<file path="config.mk">
export PLATFORM = sky130hd
export DESIGN_NAME = hazard_ctrl
export DESIGN_NICKNAME = d
export VERILOG_FILES = /design/src/rtl/hazard_ctrl.sv
export SDC_FILE = /design/constraint.sdc
export NUM_CORES = 1
export LEC_CHECK = 0
export CAP_MARGIN = 15
export CORE_ASPECT_RATIO = 1.5
export CORE_MARGIN = 2
export CORE_UTILIZATION = 43
export CTS_CLUSTER_DIAMETER = 80
export CTS_CLUSTER_SIZE = 8
export DETAILED_ROUTE_END_ITERATION = 7
export GPL_ROUTABILITY_DRIVEN = 0
export PLACE_DENSITY = 0.76
export SYNTH_ARGS = -nofsm -noshare
export SYNTH_HDL_FRONTEND = slang
export SYNTH_SLANG_ARGS = --single-unit
</file>
<file path="constraint.sdc">
create_clock -name clkCtrl -period 5.34 [get_ports clkCtrl]
set_input_delay 0.801 -clock clkCtrl [delete_from_list [all_inputs] [get_ports clkCtrl]]
set_output_delay 0.801 -clock clkCtrl [all_outputs]
set_load 0.01 [all_outputs]
</file>
<file path="src/rtl/hazard_ctrl.sv">
// Pipeline hazard controller for a five-stage core.
// Resolves, in fixed priority, data-memory wait (freeze), control redirect
// (branch/jump flush) and load-use (one-bubble stall) hazards.
//
// Ports
//   clkCtrl, rst                  : rising-edge clock, async active-high reset
//   IDEX_MemRead, IDEX_rt         : load in ID/EX and its destination register
//   IFID_rs, IFID_rt              : sources of the instruction in IF/ID
//   EXMEM_Branch/ZF/jump          : control transfer resolved in EX/MEM
//   EXMEM_MemRead/MemWrite        : data memory access in EX/MEM
//   mem_ready                     : data memory completes the access this cycle
//   PCWrite..EXMEMWrite           : stage enables (combinational)
//   IFID/IDEX/EXMEM_flush         : zero the target register's controls
//   MEMWB_bubble                  : insert a bubble into MEM/WB
//   pc_sel                        : 0 = PC+4, 1 = branch target, 2 = jump address
//   state                         : FSM state (registered)
//   stall_cnt, flush_cnt          : saturating event counters (registered)
//   mem_timeout                   : sticky memory-timeout flag (registered)
module hazard_ctrl (
  input  logic        clkCtrl,
  input  logic        rst,
  input  logic        IDEX_MemRead,
  input  logic [4:0]  IDEX_rt,
  input  logic [4:0]  IFID_rs,
  input  logic [4:0]  IFID_rt,
  input  logic        EXMEM_Branch,
  input  logic        EXMEM_ZF,
  input  logic        EXMEM_jump,
  input  logic        EXMEM_MemRead,
  input  logic        EXMEM_MemWrite,
  input  logic        mem_ready,
  output logic        PCWrite,
  output logic        IFIDWrite,
  output logic        IDEXWrite,
  output logic        EXMEMWrite,
  output logic        IFID_flush,
  output logic        IDEX_flush,
  output logic        EXMEM_flush,
  output logic        MEMWB_bubble,
  output logic [1:0]  pc_sel,
  output logic [1:0]  state,
  output logic [15:0] stall_cnt,
  output logic [15:0] flush_cnt,
  output logic        mem_timeout
);

  typedef enum logic [1:0] {
    StRun     = 2'd0,
    StStallLu = 2'd1,
    StFlush   = 2'd2,
    StMemWait = 2'd3
  } state_e;

  state_e      state_q, state_d;
  logic [15:0] stall_cnt_q, stall_cnt_d;
  logic [15:0] flush_cnt_q, flush_cnt_d;
  logic [3:0]  wait_cnt_q, wait_cnt_d;
  logic        mem_timeout_q, mem_timeout_d;

  logic mem_busy, redirect, loaduse;
  logic act_mem, act_redir, act_lu;

  always_comb begin
    mem_busy = (EXMEM_MemRead | EXMEM_MemWrite) & ~mem_ready;
    redirect = (EXMEM_Branch & EXMEM_ZF) | EXMEM_jump;
    loaduse  = IDEX_MemRead & (IDEX_rt != 5'd0) &
               ((IDEX_rt == IFID_rs) | (IDEX_rt == IFID_rt));

    // Same priority in every state; the stalled load-use pair is ignored for
    // one cycle so exactly one bubble goes in.
    act_mem   = mem_busy;
    act_redir = redirect & ~mem_busy;
    act_lu    = loaduse & ~mem_busy & ~redirect & (state_q != StStallLu);
  end

  // Combinational controls, forced inactive while reset is asserted.
  always_comb begin
    PCWrite      = 1'b1;
    IFIDWrite    = 1'b1;
    IDEXWrite    = 1'b1;
    EXMEMWrite   = 1'b1;
    IFID_flush   = 1'b0;
    IDEX_flush   = 1'b0;
    EXMEM_flush  = 1'b0;
    MEMWB_bubble = 1'b0;
    pc_sel       = 2'd0;
    state_d      = StRun;

    if (act_mem) begin
      PCWrite      = 1'b0;
      IFIDWrite    = 1'b0;
      IDEXWrite    = 1'b0;
      EXMEMWrite   = 1'b0;
      MEMWB_bubble = 1'b1;
      state_d      = StMemWait;
    end else if (act_redir) begin
      pc_sel      = EXMEM_jump ? 2'd2 : 2'd1;
      IFID_flush  = 1'b1;
      IDEX_flush  = 1'b1;
      EXMEM_flush = 1'b1;
      state_d     = StFlush;
    end else if (act_lu) begin
      PCWrite    = 1'b0;
      IFIDWrite  = 1'b0;
      IDEX_flush = 1'b1;
      state_d    = StStallLu;
    end

    if (rst) begin
      PCWrite      = 1'b0;
      IFIDWrite    = 1'b0;
      IDEXWrite    = 1'b0;
      EXMEMWrite   = 1'b0;
      IFID_flush   = 1'b0;
      IDEX_flush   = 1'b0;
      EXMEM_flush  = 1'b0;
      MEMWB_bubble = 1'b0;
      pc_sel       = 2'd0;
    end
  end

  always_comb begin
    stall_cnt_d = stall_cnt_q;
    if ((act_mem | act_lu) && (stall_cnt_q != 16'hFFFF)) begin
      stall_cnt_d = stall_cnt_q + 16'd1;
    end

    flush_cnt_d = flush_cnt_q;
    if (act_redir && (flush_cnt_q != 16'hFFFF)) begin
      flush_cnt_d = flush_cnt_q + 16'd1;
    end

    // Counts only while frozen inside MEMWAIT; any exit (or never entering)
    // leaves it at zero.
    wait_cnt_d    = 4'd0;
    mem_timeout_d = mem_timeout_q;
    if ((state_q == StMemWait) && mem_busy) begin
      wait_cnt_d = (wait_cnt_q == 4'd15) ? 4'd15 : wait_cnt_q + 4'd1;
      if (wait_cnt_d == 4'd15) begin
        mem_timeout_d = 1'b1;
      end
    end
  end

  always_ff @(posedge clkCtrl or posedge rst) begin
    if (rst) begin
      state_q       <= StRun;
      stall_cnt_q   <= 16'd0;
      flush_cnt_q   <= 16'd0;
      wait_cnt_q    <= 4'd0;
      mem_timeout_q <= 1'b0;
    end else begin
      state_q       <= state_d;
      stall_cnt_q   <= stall_cnt_d;
      flush_cnt_q   <= flush_cnt_d;
      wait_cnt_q    <= wait_cnt_d;
      mem_timeout_q <= mem_timeout_d;
    end
  end

  assign state       = state_q;
  assign stall_cnt   = stall_cnt_q;
  assign flush_cnt   = flush_cnt_q;
  assign mem_timeout = mem_timeout_q;

endmodule
</file>
==> qor.yml, run 1 <==
outcome:
  status: "finished, final reports clean"
clock_network:
  ctsHoldBuffers: 0
  cts.repair.resized: 0
  clock_path_buffers: 2
  clock-root-buffer: "clkbuf_8"
  worstSkewPairLatency_ns: 0.29
  numClockSinks: 39
  post-cts-setup-buffer-count: 0
  htree_levels: 2
  cts.clk_slew.worst_paths_ns: 0.07
  cts_inserted_buffers: 5
  cts_tree: "done"
layout:
  nets: 292
  mostFrequentLayoutCells: "68 x clkdlybuf4s50_1, 39 x dfrtp_1, 27 x xnor2_1, 18 x nand2_1, 16 x nand3_1"
  final_common_cell: "clkdlybuf4s50_1"
  final_layout_size_suffix_gt1_frac: 0.105
  area_growth_pct: 41.0
  stdcell_area_mm2: 0.00288
  diodes: 0
  final_cells: 330
logic_synthesis:
  syn_avg_cell_area_um2: 10.5
  netlist-cell-type-count: 35
  synthFlopType: "dfrtp_1"
  async_flop_share: 1.00
  synth_seq_cells: 39
  syn_area_mm2: 0.00204
  ys_warn_count: 0
  synth_edf_count: 0
  syn-num-nets: 222
  syn_inst: 195
  ys_seq_area_frac: 0.478
detailed_routing:
  drc: 0
  viasPerCell: 5.06
  drtIter0Drc: 42
  vias: 1670
  wirelength_mm: 4.21
  dr.pass1.iters: 4
  final_antenna_net_count: 0
  wl_per_cell_um: 12.7
power_and_ir_drop:
  p_leak_uw: 0.00124
  combPwrFrac: 0.290
  switching_share: 0.297
  vdd_drop_max_uv: 142
  net-switching-power_uw: 266
  pwr-share-seq: 0.441
  p_per_area_mw_per_mm2: 311
  p_int_uw: 629
  p_clk_frac: 0.270
setup_path:
  cp_slowest_stage_delay_ns: 0.57
  critical_path_class: "input port to primary output"
  reg2reg_slack_ns: 2.82
  critPathCaptureType: "primary output"
  rr_worst_depth: 7
  rr_startpoint: "flush_cnt[0]$_DFFE_PP0P_"
  critPathLaunchType: "input port"
  path_buf_inv: 2
  reg2reg_to: "flush_cnt[15]$_DFFE_PP0P_"
  cp.arrival_ns: 2.77
  crit_slowest_cell: "or4_1"
  cp.depth: 6
  critical_path.max_fanout: 3
  cp_cell_sequence: "clkdlybuf4s50_1 > or4_1 > nor2_2 > nor3_1 > a21oi_1 > clkdlybuf4s50_1"
  cp.required_ns: 4.54
  cpMostUsedCell: "clkdlybuf4s50_1"
  crit_family: "buffers and inverters"
placed_design:
  place_area_mm2: 0.00277
  io_buffers: 68
  place_hpwl_mm: 3.31
  dp.cells: 322
timing:
  post-route-min-period_ns: 3.57
  worstMarginPinSlew_ns: 0.712
  maxSlewViolCount: 0
  rsz0062_at_grt: "no"
  slew_headroom: 0.525
  clock_skew_ns: 0.00394
  finalSetupViolCount: 0
  fin_crit_sh: 0.669
  fmax_mhz: 280
  hold_viol: 0
  setup_tns_ns: 0
  hold_slack_ns: 0.456
grt:
  antenna_found_initial: 0
  grt_util_all_layers: 0.178
  grt_pass1_vias: 1690
  grt_pass1_wl_mm: 7.17
  grt_max_degree: 28
  overflow: 0
hold_path:
  min_path_type: "flop to flop"
  hold_path_depth: 1
  hp-start: "mem_timeout$_DFFE_PP0P_"
  holdPathEnd: "mem_timeout$_DFFE_PP0P_"
run:
  drv_cap: 0
floorplanning:
  fp-row-count: 30
  chipWidth_um: 60.3
  num_io_pins: 69
  start_util: 0.450
  coreArea_mm2: 0.00454
  die_h_um: 88.4
  die_area_mm2: 0.00533
[cell usage after synthesis (all sizes together) (2+ instances only)]
library cell,number,area [µm²]
buf,6,43.8
a21oi,5,28.8
o31ai,2,20.0
nand4,7,43.8
dfrtp,39,976
and4,3,28.8
and3,10,62.6
xor2,13,114
nor3,8,40.0
nand2,18,67.6
a211oi,2,20.0
ha,3,37.5
nand3,17,97.6
nor2,19,101
xnor2,28,253
inv,5,18.8
mux2,2,22.5
[registers in the layout, summed over array words and instances, names as in the netlist]
| name | flops |
|---|---|
| stall_cnt | 16 |
| flush_cnt | 16 |
| state | 2 |
| wait_cnt_q | 4 |
| mem_timeout | 1 |
[worst max-delay path by stage]
stage               startpoint         to  slack, ns
finish              IDEX_rt[1]  IFIDWrite       1.77
global placement    IDEX_rt[1]    PCWrite       1.76
detailed placement  IDEX_rt[1]    PCWrite       1.76
CTS                 IDEX_rt[1]    PCWrite       1.75
global route               rst  IFIDWrite       1.61
floorplan                  rst    PCWrite       2.14
[final cells by class]
cell class | count | area [µm²]
tap | 64 | 80.1
clock buffer | 5 | 68.8
clock inverter | 3 | 43.8
sequential | 39 | 976
multi-input combinational | 145 | 1000
fill | 401 | 1660
inverter | 5 | 18.8
timing repair buffer | 69 | 688
[metrics by stage]
step / util / power, µW / setup WS (ns)
after CTS: 0.634 / 907 / 1.75
after global placement: 0.609 / 656 / 1.76
final: 0.634 / 895 / 1.77
after global routing: 0.634 / 944 / 1.61
after floorplan: - / 520 / 2.14
after detailed placement: 0.609 / 663 / 1.76
[logic make-up after synthesis]
kind of cell	after synthesis	share of synthesized area
AOI/OAI and AO/OA	15	0.0594
xor gates and xnor gates	41	0.180
adders and majority gates	3	0.0184
buffers and inverters	11	0.0306
DFF	39	0.478
muxes	2	0.0110
and+or+nand+nor	84	0.223
[layer usage]
metal / part of all wire / vias up / track usage
li1: - / 806 / -
met2: 0.52 / 52 / 0.302
met4: 0.021 / 0 / 0.0788
met5: 0 / - / 0
met1: 0.39 / 806 / 0.202
met3: 0.071 / 6 / 0.0541
[power by group through the flow]
stage	sequential (µW)	clock [µW]	combinational, µW
floorplan	410	0	110
global placement	398	0	258
detailed placement	400	0	263
CTS	395	247	265
global route	402	258	285
finish	394	241	259
[worst reg2reg max path, cell delays in order, from the launching register on]
cell and delay (ns):
dfrtp_1 0.42, ha_1 0.22, and3_1 0.22, and4_4 0.22, a211oi_2 0.60, and3_1 0.41
nand4_1 0.15, xnor2_1 0.15
(Power assumes the default switching activity.)
==> run 2, diff against run 1 <==
Clock period 5.34 ns to 3.5 ns, I/O delays scaled along.
==> qor.yml, run 2 (synthesis results as in run 1) <==
timing:
  post-route-min-period_ns: 3.03
  hold_viol: 0
  worstMarginPinSlew_ns: 0.457
  setup_tns_ns: 0
  clock_skew_ns: 0.00592
  maxSlewViolCount: 0
  slew_headroom: 0.695
  rsz0062_at_grt: "no"
  finalSetupViolCount: 0
  fin_crit_sh: 0.864
  fmax_mhz: 331
floorplanning:
  start_util: 0.450
  die_area_mm2: 0.00533
  chipWidth_um: 60.3
  num_io_pins: 69
  coreArea_mm2: 0.00454
  fp-row-count: 30
  die_h_um: 88.4
power_and_ir_drop:
  power_uw: 1440
  switching_share: 0.283
  vdd_drop_max_uv: 284
  combPwrFrac: 0.273
  pwr-share-seq: 0.417
  p_int_uw: 1030
  net-switching-power_uw: 408
  p_per_area_mw_per_mm2: 495
  p_leak_uw: 0.00125
  p_clk_frac: 0.310
setup_path:
  cp.arrival_ns: 2.50
  critical_path_class: "input port to primary output"
  rr_worst_depth: 8
  crit_slowest_cell: "or4_1"
  cp_cell_sequence: "clkdlybuf4s50_1 > or4_1 > nor2_2 > nor3_1 > a21oi_1 > clkdlybuf4s50_1"
  cp_slowest_stage_delay_ns: 0.57
  crit_family: "buffers and inverters"
  critical_path.max_fanout: 3
  rr_startpoint: "flush_cnt[0]$_DFFE_PP0P_"
  crit_start: "IDEX_rt[1]"
  critPathCaptureType: "primary output"
  cpMostUsedCell: "clkdlybuf4s50_1"
  cp.depth: 6
  cp.required_ns: 2.97
  critPathLaunchType: "input port"
  path_buf_inv: 2
clock_network:
  ctsHoldBuffers: 0
  cts_tree: "done"
  numClockSinks: 39
  cts.clk_slew.worst_paths_ns: 0.07
  cts.repair.resized: 0
  clock-root-buffer: "clkbuf_8"
  cts_inserted_buffers: 5
  post-cts-setup-buffer-count: 0
  htree_levels: 2
  clock_path_buffers: 2
  worstSkewPairLatency_ns: 0.30
grt:
  grt_max_degree: 30
  overflow: 0
  grt_pass1_vias: 1605
  grt_pass1_wl_mm: 6.89
  grt_util_all_layers: 0.174
  antenna_found_initial: 0
layout:
  final_layout_size_suffix_gt1_frac: 0.109
  nets: 293
  final_cells: 331
  diodes: 0
  final_common_cell: "clkdlybuf4s50_1"
  mostFrequentLayoutCells: "68 x clkdlybuf4s50_1, 39 x dfrtp_1, 27 x xnor2_1, 18 x nand2_1, 16 x nand3_1"
  n_fill_cell: 398
  area_growth_pct: 42.5
placed_design:
  place_hpwl_mm: 3.21
  dp.cells: 323
  io_buffers: 68
detailed_routing:
  viasPerCell: 4.98
  dr.pass1.iters: 4
  drtIter0Drc: 36
  drc: 0
  wl_per_cell_um: 12.6
  final_antenna_net_count: 0
  vias: 1647
  wirelength_mm: 4.16
run:
  drv_cap: 0
hold_path:
  hold_path_depth: 1
  min_path_type: "flop to flop"
  hp-start: "mem_timeout$_DFFE_PP0P_"
outcome:
  status: "finished, final reports clean"
run 2: per-layer routing:
layer,track usage,up-vias,part of all wire
met5,0,-,0
met1,0.204,768,0.41
li1,-,811,-
met2,0.282,61,0.50
met3,0.0556,7,0.061
met4,0.0889,0,0.023
run 2: worst register-to-register path: stages, from the launching register on:
cell and delay (ns):
dfrtp_1 0.42, ha_1 0.22, and3_1 0.22, and4_4 0.22, a211oi_2 0.17, buf_4 0.20, and3_1 0.30, nand4_1 0.14
xnor2_1 0.15
run 2: worst paths after layout:
path | endpoint | slack [ns]
setup / recovery | IFIDWrite | 0.47
hold / removal | mem_timeout$_DFFE_PP0P_ | 0.46
setup reg to reg | flush_cnt[15]$_DFFE_PP0P_ | 1.34
hold reg to reg | mem_timeout$_DFFE_PP0P_ | 0.46
max in group asynchronous | stall_cnt[8]$_DFFE_PP0P_ | 2.20
min in group asynchronous | flush_cnt[3]$_DFFE_PP0P_ | 0.55
run 2: power groups by stage:
stage	Sequential (µW)	Clock, µW	Combinational [µW]
after floorplan	625	0	168
after detailed placement	608	0	398
after global placement	608	0	394
after global routing	613	480	431
after CTS	601	457	400
final	601	447	394
run 2: final cells by class:
cell class / instances / area [µm²] / share of cell area
multi-input cells: 145 / 1000 / 0.345
repair buffers: 70 / 696 / 0.239
flip-flops and latches: 39 / 976 / 0.335
well taps: 64 / 80.1 / 0.0275
clock inverters: 3 / 67.6 / 0.0232
clock buffers: 5 / 68.8 / 0.0236
inverters: 5 / 18.8 / 0.00645
run 2: metrics by stage:
stage	util	instance area (µm²)	hold WS (ns)	setup slack, ns
floorplan	-	2040	0.489	0.849
detailed placement	0.611	2770	0.447	0.468
finish	0.641	2910	0.456	0.475
global placement	0.611	2770	0.445	0.477
CTS	0.641	2910	0.464	0.456
global route	0.641	2910	0.474	0.356
==> run 3, diff against run 2 <==
Settings changed: CORE_UTILIZATION 43 to 40, PLACE_DENSITY 0.76 to 0.72.
==> qor.yml, run 3 (synthesis results as in run 1) <==
grt:
  grt_pass1_wl_mm: 7.23
  antenna_found_initial: 0
  grt_max_degree: 40
  overflow: 0
  grt_util_all_layers: 0.160
  grt_pass1_vias: 1609
clock_network:
  clock_path_buffers: 2
  cts_tree: "done"
  cts_inserted_buffers: 5
  numClockSinks: 39
  ctsHoldBuffers: 0
  cts.repair.resized: 0
  post-cts-setup-buffer-count: 0
  clock-root-buffer: "clkbuf_8"
  worstSkewPairLatency_ns: 0.29
  htree_levels: 2
  cts.clk_slew.worst_paths_ns: 0.07
timing:
  setup_tns_ns: 0
  setup_slack_ns: 0.469
  maxSlewViolCount: 0
  fin_crit_sh: 0.866
  rsz0062_at_grt: "no"
  clock_skew_ns: 0.00596
  slew_headroom: 0.669
  worstMarginPinSlew_ns: 0.496
  post-route-min-period_ns: 3.03
  fmax_mhz: 330
  finalSetupViolCount: 0
  hold_viol: 0
floorplanning:
  die_area_mm2: 0.00570
  die_h_um: 91.5
  coreArea_mm2: 0.00489
  chipWidth_um: 62.3
  start_util: 0.418
  num_io_pins: 69
  fp-row-count: 31
detailed_routing:
  wirelength_mm: 4.22
  wl_per_cell_um: 12.7
  vias: 1614
  drc: 0
  dr.pass1.iters: 4
  viasPerCell: 4.85
  final_antenna_net_count: 0
  drtIter0Drc: 44
setup_path:
  cp.required_ns: 2.97
  critical_path_class: "input port to primary output"
  critical_path.max_fanout: 3
  critPathLaunchType: "input port"
  cp.arrival_ns: 2.51
  rr_worst_depth: 8
  critPathCaptureType: "primary output"
layout:
  final_cells: 333
  diodes: 0
  n_fill_cell: 463
  final_layout_size_suffix_gt1_frac: 0.109
  nets: 293
  final_common_cell: "clkdlybuf4s50_1"
  mostFrequentLayoutCells: "68 x clkdlybuf4s50_1, 39 x dfrtp_1, 27 x xnor2_1, 18 x nand2_1, 16 x nand3_1"
  seq_area_um2: 976
  multiInputGateArea_mm2: 0.00100
  area_growth_pct: 40.1
run:
  drv_cap: 0
placed_design:
  place_ws_ns: 0.467
  place_hpwl_mm: 3.20
  dp.cells: 325
  io_buffers: 68
power_and_ir_drop:
  power_uw: 1290
  p_per_area_mw_per_mm2: 452
  p_leak_uw: 0.00123
  vdd_drop_max_uv: 276
hold_path:
  hold_path_depth: 1
  min_path_type: "flop to flop"
outcome:
  status: "finished, final reports clean"
run 3: cell count changes in the layout (fill, tap and decap cells not counted):
cell        previous run  this run
bufinv_16              2         0
clkinv_2               0         3
clkinvlp_4             1         0
run 3: critical path, stage by stage:
cell and delay [ns]:
clkdlybuf4s50_1 0.46, or4_1 0.56, nor2_2 0.13, nor3_1 0.07, a21oi_1 0.18, clkdlybuf4s50_1 0.57
run 3: where the power goes:
part / internal [µW] / switching, µW / total (µW)
registers: 518 / 80.9 / 599
clock network: 136 / 155 / 291
logic: 233 / 169 / 402
run 3: stage by stage:
step | utilization | hold slack [ns] | instance area, µm²
after floorplan | - | 0.489 | 2040
after global placement | 0.568 | 0.441 | 2780
after detailed placement | 0.568 | 0.447 | 2780
after CTS | 0.585 | 0.461 | 2860
after global routing | 0.585 | 0.479 | 2860
final | 0.585 | 0.454 | 2860
run 3: path summary, 6_finish.rpt:
kind / startpoint / endpoint / slack, ns
min in group asynchronous: rst / flush_cnt[0]$_DFFE_PP0P_ / 0.75
min reg2reg: mem_timeout$_DFFE_PP0P_ / mem_timeout$_DFFE_PP0P_ / 0.45
max in group asynchronous: rst / stall_cnt[15]$_DFFE_PP0P_ / 2.39
max: IDEX_rt[1] / PCWrite / 0.47
min: mem_timeout$_DFFE_PP0P_ / mem_timeout$_DFFE_PP0P_ / 0.45
max reg2reg: flush_cnt[0]$_DFFE_PP0P_ / flush_cnt[15]$_DFFE_PP0P_ / 1.31
run 3: cell type report:
type,count,share of cell area
inverters,5,0.00656
multi-input cells,145,0.351
clock inverters,3,0.00525
flip-flops and latches,39,0.341
well taps,66,0.0289
repair buffers,70,0.243
clock buffers,5,0.0241
run 3: layer usage:
layer  global-route usage  wire length, µm
met1                0.178             1760
met2                0.283             2130
met3               0.0434              249
met4               0.0722               85
met5                    0                0
